**config.mk**
```make
export PLATFORM = sky130hd
export DESIGN_NAME = bus_ack_channel
export DESIGN_NICKNAME = d
export VERILOG_FILES = /design/src/rtl/bus_model_pkg.sv /design/src/rtl/bus_ack_channel.sv
export SDC_FILE = /design/constraint.sdc
export NUM_CORES = 1
export LEC_CHECK = 0
export ABC_CLOCK_PERIOD_IN_PS = 1100
export CAP_MARGIN = 40
export CORE_AREA = 2 2 39 41
export CTS_CLUSTER_DIAMETER = 150
export DETAILED_ROUTE_END_ITERATION = 8
export DIE_AREA = 0 0 41 43
export PLACE_DENSITY = 0.64
export SETUP_SLACK_MARGIN = 0.2
export SLEW_MARGIN = 30
export SYNTH_ARGS = -nofsm -noshare
export SYNTH_HDL_FRONTEND = slang
export SYNTH_SLANG_ARGS = --single-unit
```
**constraint.sdc**
```tcl
create_clock -name clock -period 1.1 [get_ports clock]
set_input_delay 0.22 -clock clock [delete_from_list [all_inputs] [get_ports clock]]
set_output_delay 0.22 -clock clock [all_outputs]
set_load 0.005 [all_outputs]
```
**src/rtl/bus_model_pkg.sv**
```systemverilog
// bus_model_pkg: shared types and helpers for the bus ack model.
// Holds the per-channel FSM state encoding and a counter-width check
// used at elaboration to validate the stall bound against CNT_W.
// Related build macro: BUS_ACK_FAIRNESS_EN (consumed in bus_ack_channel).
package bus_model_pkg;

  // Per-channel handshake state.
  typedef enum logic [1:0] {
    ST_IDLE = 2'd0,
    ST_WAIT = 2'd1,
    ST_RESP = 2'd2
  } ch_state_e;

  // True when a counter of cnt_w bits can hold the value max_stall,
  // i.e. max_stall < 2**cnt_w.
  function automatic bit cnt_width_ok(input int cnt_w, input int max_stall);
    if (max_stall < 0) begin
      return 1'b0;
    end
    return ($clog2(max_stall + 1) <= cnt_w);
  endfunction

endpackage : bus_model_pkg

```
**src/rtl/bus_ack_channel.sv**
```systemverilog
// bus_ack_channel: one independent bus channel of the ack model.
// Turns a free-running ack proposal into a legal single-cycle ack,
// tracks stall cycles and keeps sticky abort/timeout flags.
// Build macro BUS_ACK_FAIRNESS_EN: when defined, an ack is forced once
// the stall counter reaches MAX_STALL and the timeout flag never sets;
// when undefined, no ack is forced and the timeout flag latches instead.
//
// state   | meaning
// --------+--------------------------------------------------------
// IDLE    | no request outstanding, ack impossible
// WAIT    | request outstanding, counting stall cycles, ack allowed
// RESP    | one-cycle gap after an ack, ack held low
module bus_ack_channel
  import bus_model_pkg::*;
#(
  parameter int CNT_W     = 4,
  parameter int MIN_LAT   = 0,
  parameter int MAX_STALL = 7
) (
  input  logic             clock,
  input  logic             reset,
  input  logic             i_cyc,
  input  logic             i_ack_req,
  output logic             o_ack,
  output logic             o_busy,
  output logic [CNT_W-1:0] o_stall_cnt,
  output logic             o_timeout,
  output logic             o_abort
);

  localparam logic [CNT_W-1:0] LP_MIN_LAT   = CNT_W'(MIN_LAT);
  localparam logic [CNT_W-1:0] LP_MAX_STALL = CNT_W'(MAX_STALL);
  localparam logic [CNT_W-1:0] LP_CNT_SAT   = {CNT_W{1'b1}};

  ch_state_e        r_state;
  logic [CNT_W-1:0] r_cnt;
  logic             r_timeout;
  logic             r_abort;

  logic w_in_wait;
  logic w_lat_ok;
  logic w_force;
  logic w_to_hit;
  logic w_ack;

  assign w_in_wait = (r_state == ST_WAIT);

  // With no minimum latency every WAIT cycle qualifies; keeping this as a
  // generate branch avoids an always-true unsigned compare.
  if (MIN_LAT == 0) begin : g_lat_none
    assign w_lat_ok = 1'b1;
  end else begin : g_lat_min
    assign w_lat_ok = (r_cnt >= LP_MIN_LAT);
  end

`ifdef BUS_ACK_FAIRNESS_EN
  // A request that has stalled MAX_STALL cycles is acked regardless of
  // the proposal, so the timeout condition can never be observed.
  assign w_force  = (r_cnt == LP_MAX_STALL);
  assign w_to_hit = 1'b0;
`else
  assign w_force  = 1'b0;
  assign w_to_hit = w_in_wait & i_cyc & ~reset & (r_cnt == LP_MAX_STALL);
`endif

  // The ack is combinational so the core sees it in the same cycle the
  // proposal arrives; reset and a dropped request both kill it.
  assign w_ack = w_in_wait & i_cyc & ~reset & w_lat_ok & (i_ack_req | w_force);

  assign o_ack       = w_ack;
  assign o_busy      = w_in_wait;
  assign o_stall_cnt = r_cnt;
  // The flag is visible in the very cycle the bound is reached, then held.
  assign o_timeout   = r_timeout | w_to_hit;
  assign o_abort     = r_abort;

  // Channel FSM with stall counter and sticky status flags.
  always_ff @(posedge clock) begin
    if (reset) begin
      r_state   <= ST_IDLE;
      r_cnt     <= '0;
      r_timeout <= 1'b0;
      r_abort   <= 1'b0;
    end else begin
      if (w_to_hit) begin
        r_timeout <= 1'b1;
      end
      case (r_state)
        ST_IDLE: begin
          if (i_cyc) begin
            r_state <= ST_WAIT;
            r_cnt   <= '0;
          end
        end
        ST_WAIT: begin
          if (!i_cyc) begin
            // Core gave up before any ack arrived.
            r_state <= ST_IDLE;
            r_cnt   <= '0;
            r_abort <= 1'b1;
          end else if (w_ack) begin
            r_state <= ST_RESP;
            r_cnt   <= '0;
          end else if (r_cnt != LP_CNT_SAT) begin
            r_cnt <= r_cnt + 1'b1;
          end
        end
        ST_RESP: begin
          r_state <= ST_IDLE;
        end
        default: begin
          r_state <= ST_IDLE;
          r_cnt   <= '0;
        end
      endcase
    end
  end

endmodule : bus_ack_channel

```
### Yosys cells after proc, flatten, opt, wreduce, memory -nomap -nowiden

Cells that the tools add are included.

* bits of input ports: 4
* flip-flop bits (word level): 8
* logic and storage cells: 33

* muxes and demuxes: 9
* reductions and logical operators: 4
* bitwise gates (word level): 8
* add/sub/neg operators: 1
* equal/unequal tests: 7

Operators with widths (number)
* 4-bit two-way mux: 4
* 4-bit case mux with 3 select lines: 1
* 2-bit two-way mux: 3
* 4-bit by 1-bit adder with 4-bit output (second input constant): 1
* 1-bit bitwise AND: 4
* 4-bit by 3-bit == test with 1-bit output (second input constant): 1
* 4-bit by 3-bit != test with 1-bit output (second input constant): 1
* 4-bit != test (second input constant): 1
* 2-bit case mux with 2 select lines: 1
* 2-bit AND reduction: 2
* 3-bit != test (second input constant): 1
* 1-bit NOT: 3
* 3-bit AND reduction: 1
* 2-bit by 1-bit == test with 1-bit output (second input constant): 1
* 2-bit == test (second input constant): 1
* 2-bit logical NOT: 1
* 2-bit != test (second input constant): 1
* 1-bit OR: 1

### Longest topological paths before layout

Gate-level depths: netlist (run 1).

* word-level depth: 7
* depth in mapped cells: 5
* mapped depth without buffers: 5

### Worst setup path after synthesis (run 1)

No wires, ideal clock.

* path type: register -> register
* from: reg r_cnt[0], in the netlist o_stall_cnt[0]
* to: reg r_timeout
* required time: 983 ps
* library setup time: 117 ps
* setup slack: -69 ps
* cell stages (with the launch flop): 6
* clock period less this slack: 1169 ps
* data arrival time: 1052 ps
* cells stage by stage: dfxtp_1 ha_1 nand2_1 nor2_1 a31o_2 nor2b_1

* cells in the longest elaborated chain, start to end: 2

RTL lines
* start, declared: line bus_ack_channel.sv:36 `logic [CNT_W-1:0] r_cnt;`
* start signal, assigned: line bus_ack_channel.sv:105 `r_cnt <= r_cnt + 1'b1;`
* 4-bit by 3-bit == test with 1-bit output: line bus_ack_channel.sv:63 `assign w_to_hit = w_in_wait & i_cyc & ~reset & (r_cnt == LP_MAX_STALL);`
* 1-bit bitwise AND: line bus_ack_channel.sv:63
* end signal, assigned: line bus_ack_channel.sv:82 `r_timeout <= 1'b0;`
* end signal, assigned: line bus_ack_channel.sv:86 `r_timeout <= 1'b1;`
* end, declared: line bus_ack_channel.sv:37 `logic r_timeout;`

No other way between the ends.
A chain may end at the register's enable or synchronous reset.

### Final worst setup path (run 1)

* from: reg r_cnt[0], in the netlist o_stall_cnt[0]
* to: out o_timeout

* cells in the longest elaborated chain, start to end: 3

RTL lines
* 4-bit by 3-bit == test with 1-bit output: line bus_ack_channel.sv:63
* 1-bit bitwise AND: line bus_ack_channel.sv:63
* 1-bit OR: line bus_ack_channel.sv:74 `assign o_timeout = r_timeout | w_to_hit;`
* end, declared: line bus_ack_channel.sv:27 `output logic o_timeout,`

No other way between the ends.

==> impl_metrics.yaml, run 1 <==
critical_path:
  cp.arrival_ps: 1180
  crit_chain: "ha_4 -> nand2_4 -> nor2_4 -> a31o_2 -> buf_2"
  cp_top_family: "flip-flops"
  cp_max_fo: 2
  path_class: "reg -> out"
  end_kind: "output port"
  cp-start-kind: "flip-flop"
  max_stage_delay_ps: 350
  path_buf_inv: 1
  critPathSlowestCell: "dfxtp_4"
  cp.required_ps: 880
route:
  ant_nets: 0
  first_iter_violations: 3
  viasPerCell: 4.85
  route.detailed.drc: 0
  drt_wl_total_um: 1250
  drt-pass1-iter-count: 4
  num_vias: 500
  routedWlPerCell_um: 12.1
synthesis:
  synthXorXnorAreaFrac: 0
  synth.area.mux_share: 0
  synth-adder-area-share: 0.0307
  synth_fp_nets: 49
  synthSimpleGateAreaFrac: 0.276
  syn_inst: 44
  synth_cell_types: 26
  ys_seq_elements: 8
  seq_area_frac_synth: 0.393
  syn_avg_cell_area_um2: 9.27
  synth_top_family_by_area: "simple AND/OR/NAND/NOR gates"
  synth-compound-area-share: 0.242
  yosysWarnings: 0
  synth_area_um2: 408
global_route:
  antenna_found_initial: 0
  grt_pass1_vias: 476
  overflow: 0
  grt_use_total: 0.171
  grt_pass1_wl_um: 1980
  grt_start_max_net_pins: 11
finish:
  num_antenna_cells: 0
  nNetsFinal: 93
  final_common_cell: "buf_4"
  final_cells: 103
  final_cell_mix: "buf_4 (23), buf_6 (13), dfxtp_2 (5)"
  synthToLayoutAreaGrowth_pct: 128
  fin_util: 0.673
  final_layout_size_suffix_gt1_frac: 0.816
place:
  place_hpwl_um: 678
  gp_congestion: 0.666
  place.port_buffers: 11
  pre_cts_ws_ps: -690
  dp.cells: 82
clocking:
  h-tree-depth: 1
  cts-buffers-inserted: 3
  tritoncts: "yes"
  clockBufferDepth: 2
  cts_sinks: 8
  clk_pin_slew_worst_paths_ps: 60
  clk_latency_ps: 260
  root_buffer: "clkbuf_4"
power_and_ir_drop:
  ir_worst_vdd_uv: 584
  power.leakage_uw: 0.000403
  comb_power_share: 0.209
  p_sw_uw: 171
  pwr-share-clk: 0.360
  p_sw_frac: 0.250
  sequentialPowerShare: 0.431
  p_int_uw: 514
  power_density_nw_per_um2: 737
timing:
  hold_violations: 0
  slew_violations: 0
  final-setup-viol-count: 11
  fin_tns_setup_ps: -1780
  finalCritPeriodShare: 1.28
  min_period_ps: 1400
  fmax_ghz: 0.712
  hold_ws_ps: 411
  rsz0062_at_grt: "true"
  finalClockSkew_ps: 11.2
  relSlewSlack: 0.846
  finalWorstSetupSlack_ps: -305
  worstMarginPinSlew_ps: 228
die:
  start_util: 0.295
  core_um2: 1380
  die_x_um: 41
  io-pin-count: 12
  die_y_um: 43
  die-area_um2: 1760
  rows: 14
run_status:
  outcome: "finished, violations left"
  violations: "negative setup slack"
hold_path:
  hold_class: "in -> reg"
run:
  maxCapViolCount: 0
what timing repair did:
item	in CTS	in global routing
buffers inserted	6	11
resized for setup	59	8
setup endpoints to repair	15	15
pin swaps	5	3
hold buffers	0	0
cell type report:
class / count / area (µm²)
fill: 112 / 453
timing repair buffer: 41 / 362
multi-input combinational: 32 / 342
sequential: 8 / 174
clock buffer: 4 / 26.3
tap: 16 / 20.0
inverter: 2 / 7.51
path summary, 6_finish.rpt:
| check | start | slack (ps) | depth (start not counted) | to |
|---|---|---|---|---|
| worst max-delay path | o_stall_cnt[0] | -300 | 5 | o_timeout |
| worst max register to register | r_state[0] | -180 | 7 | o_stall_cnt[1] |
| worst min register to register | r_state[0] | 530 | 2 | r_state[0] |
| worst min-delay path | i_ack_req | 410 | 3 | r_state[0] |
per-stage QoR:
stage / cell area, µm² / power [µW]
3_3_place_gp: 663 / 393
5_1_grt: 931 / 730
6_report: 931 / 686
4_1_cts: 816 / 677
3_5_place_dp: 663 / 393
2_1_floorplan: 452 / 349
worst reg2reg max path: stages (launching register included):
cell	delay [ps]
dfxtp_2	320
nor2b_4	130
buf_4	110
buf_6	80
buf_6	110
nand3_4	60
o21a_1	190
o32ai_2	190
metal layers:
layer | up-vias | part of all wire | wire length (µm) | track usage
met2 | 13 | 0.57 | 708 | 0.278
met4 | 0 | 0.0080 | 10 | 0.120
met5 | - | 0 | 0 | 0
met3 | 2 | 0.037 | 46 | 0.0314
li1 | 249 | - | - | -
met1 | 236 | 0.39 | 483 | 0.186
synthesized netlist by cell type, drive strengths merged:
cell type	n	share of area
a211oi	1	0.018
o22ai	1	0.015
nor2b	2	0.037
or2	1	0.015
o21a	1	0.018
inv	2	0.018
a41oi	1	0.021
nand2b	3	0.046
a21oi	2	0.025
and3	3	0.064
o32ai	1	0.040
nand3	4	0.049
dfxtp	8	0.39
ha	1	0.031
nand2	2	0.018
a31o	1	0.021
o21bai	1	0.028
buf	2	0.040
nor2	3	0.028
o21ai	2	0.034
a2111oi	1	0.021
nor3b	1	0.018
power groups by stage:
stage / Combinational (µW) / Sequential (µW) / Clock, µW
2_1_floorplan: 46.8 / 302 / 0
3_3_place_gp: 91.6 / 301 / 0
3_5_place_dp: 91.4 / 302 / 0
4_1_cts: 117 / 295 / 265
5_1_grt: 155 / 296 / 279
6_report: 143 / 296 / 247
logic make-up (layout without fill, tap and decap cells):
group                    count (synthesis)  count (layout)
AO/OA/AOI/OAI                           12              12
AND/OR/NAND/NOR                         19              19
adder cells (fa/ha/maj)                  1               1
buffers and inverters                    4              47
flip-flops                               8               8
flip-flops by register name, summed over array words and instances, names as in the netlist:
register and count:
r_state 2, o_stall_cnt 4, r_timeout 1, o_abort 1
Power figures use the tool's default switching activity.
==> inputs of run 2 (changes only) <==
- ABC_AREA: default -> 1
- PLACE_DENSITY: 0.64 -> 0.66
- SKIP_LAST_GASP: default -> 1
==> run 2 against run 1 <==
- the flow still finishes with violations (negative setup slack)
- synthesized area up 4.9%
- utilization shrank 1.4 points
- via count grew 6.2%
- critical path depth grew 1
- fmax grew 1.9%
- register-to-register slack worse by 50 ps
- combinational power rose by 31%
- clock-buffer cell count did not move
- cell count up 9.7%
- critical endpoint unchanged
- largest cell class is now multi-input combinational cells
==> impl_metrics.yaml, run 2 <==
clocking:
  h-tree-depth: 1
  clk_latency_ps: 260
  root_buffer: "clkbuf_4"
  cts-buffers-inserted: 3
  tritoncts: "yes"
  clockBufferDepth: 2
  cts_sinks: 8
  clk_pin_slew_worst_paths_ps: 60
critical_path:
  cp.required_ps: 880
  cp_max_fo: 2
  crit_end: "o_timeout"
  path_class: "reg -> out"
  r2r-end: "o_stall_cnt[2]"
  cp-start-kind: "flip-flop"
  end_kind: "output port"
  cp.arrival_ps: 1160
  r2r-start: "o_stall_cnt[0]"
  reg2reg_depth: 9
  r2r_slack_ps: -230
  cp-startpoint: "o_stall_cnt[0]"
finish:
  largest_reg_flops: 4
  nFillCells: 115
  fin_util: 0.658
  synthToLayoutAreaGrowth_pct: 113
  num_antenna_cells: 0
  nNetsFinal: 103
  final_cell_mix: "buf_6 (15), buf_4 (14), nor2_1 (9)"
  final_layout_size_suffix_gt1_frac: 0.649
  final_common_cell: "buf_6"
run_status:
  outcome: "finished, violations left"
  violations: "negative setup slack"
route:
  wl_met2_um: 721
  dr_wl_met3_um: 65
  num_vias: 531
  drt-pass1-iter-count: 4
  routedWlPerCell_um: 11.9
  m1WireLength_um: 502
  dr.max_layer_used: "met4"
  viasPerCell: 4.70
  drt_wl_total_um: 1340
  ant_nets: 0
  first_iter_violations: 10
  route.detailed.drc: 0
synthesis:
  ys_seq_elements: 8
  seq_area_frac_synth: 0.374
  synth_cell_types: 17
  yosysMostFrequentCell: "nor2_1"
  synth_top_area_cell: "dfxtp_1"
  syn_avg_cell_area_um2: 7.38
  synth_top_area_frac: 0.374
  netlist_top_cells_count: "nor2_1 (12), inv_1 (10), dfxtp_1 (8), nand2_1 (8), nand3_1 (4)"
  syn_inst: 58
  yosysWarnings: 0
  synth_area_um2: 428
  synth_fp_nets: 63
  synth_area_leaders: "dfxtp_1 (37%), nor2_1 (11%), inv_1 (8.8%)"
  synth_edf_count: 0
  synth_ff_type: "dfxtp_1"
  async_reset_ff_frac: 0
timing:
  hold_violations: 0
  finalClockSkew_ps: 7.01
  worstMarginPinSlew_ps: 312
  slew_violations: 0
  relSlewSlack: 0.791
  hold_ws_ps: 439
  finalWorstSetupSlack_ps: -279
  fmax_ghz: 0.725
  finalCritPeriodShare: 1.25
  final-setup-viol-count: 8
  rsz0062_at_grt: "true"
  min_period_ps: 1380
die:
  die_y_um: 43
  rows: 14
  die_x_um: 41
  start_util: 0.309
  core_um2: 1380
  die-area_um2: 1760
  io-pin-count: 12
place:
  gp_congestion: 0.735
  place_hpwl_um: 761
  place.port_buffers: 11
hold_path:
  hold_class: "in -> reg"
power_and_ir_drop:
  sequentialPowerShare: 0.415
  p_sw_uw: 209
  pwr-share-clk: 0.335
  ir_worst_vdd_uv: 528
  comb_power_share: 0.250
  p_sw_frac: 0.277
  p_int_uw: 544
  power.leakage_uw: 0.000425
  power_density_nw_per_um2: 826
global_route:
  grt_pass1_vias: 525
  overflow: 0
  grt_pass1_wl_um: 2070
  antenna_found_initial: 0
  grt_use_total: 0.175
  grt_start_max_net_pins: 7
run:
  maxCapViolCount: 0
[run 2: cell count changes in the layout (fill, tap and decap cells not counted), moves of 3 or more]
cell      before  now
buf_4         23   14
nor2_1         1    9
inv_1          1    7
nand2_1        0    6
and3_4         3    0
inv_2          1    4
nand2b_1       3    0
nand3_4        2    5
nor2_4         1    4
[run 2: repair_timing]
item	in CTS	in global routing
pin swaps	9	12
setup endpoints to repair	16	16
gates resized for setup	55	18
setup buffers	7	5
hold buffers	0	0
[run 2: cell type report]
class	count	area, µm²	area share
multi-input cells	39	327	0.359
flip-flops and latches	8	174	0.191
inverters	11	41.3	0.0453
clock buffers	4	26.3	0.0288
well taps	16	20.0	0.0220
repair buffers	35	323	0.354
[run 2: how the worst min path moves through the flow]
stage / to / from / cells past startpoint
2_1_floorplan: o_stall_cnt[2] / reset / 1
3_3_place_gp: r_timeout / r_timeout / 2
3_5_place_dp: r_timeout / r_timeout / 2
4_1_cts: o_stall_cnt[2] / reset / 3
5_1_grt: o_stall_cnt[2] / reset / 3
6_report: o_stall_cnt[2] / reset / 3
[run 2: power groups by stage]
| stage | Sequential, µW | Combinational, µW | Clock [µW] |
|---|---|---|---|
| after CTS | 311 | 162 | 269 |
| after global routing | 314 | 206 | 281 |
| after global placement | 315 | 134 | 0 |
| after detailed placement | 315 | 136 | 0 |
| after floorplan | 320 | 54.1 | 0 |
| final | 313 | 188 | 252 |
[run 2: cell families after synthesis]
kind of cell	Yosys count	share of synthesized area
buffers and inverters	11	0.0965
adders and majority gates	1	0.0292
and+or+nand+nor	31	0.395
AOI/OAI and AO/OA	5	0.0643
xor gates and xnor gates	2	0.0409
DFF	8	0.374
[run 2: layer usage]
layer | track usage | vias to the layer above
met4 | 0.120 | 0
met5 | 0 | -
li1 | - | 259
met1 | 0.212 | 245
met3 | 0.0314 | 6
met2 | 0.263 | 21
[run 2: stage by stage]
step / power, µW / cells / TNS, ps / worst slack [ps] / area, µm²
final: 753 / 113 / -1610 / -279 / 911
after global routing: 801 / 113 / -2250 / -339 / 911
after CTS: 742 / 108 / -1180 / -293 / 785
after detailed placement: 451 / 97 / -4060 / -670 / 673
after global placement: 449 / 97 / -3830 / -641 / 673
after floorplan: 374 / 58 / 0 / 3.01 / 453
[run 2: worst max-delay path, cell delays in order, from the launching register on]
cell	delay (ps)
dfxtp_4	360
ha_4	150
nand2_4	50
nor2_4	110
nand3_4	80
nand2_1	50
buf_2	100
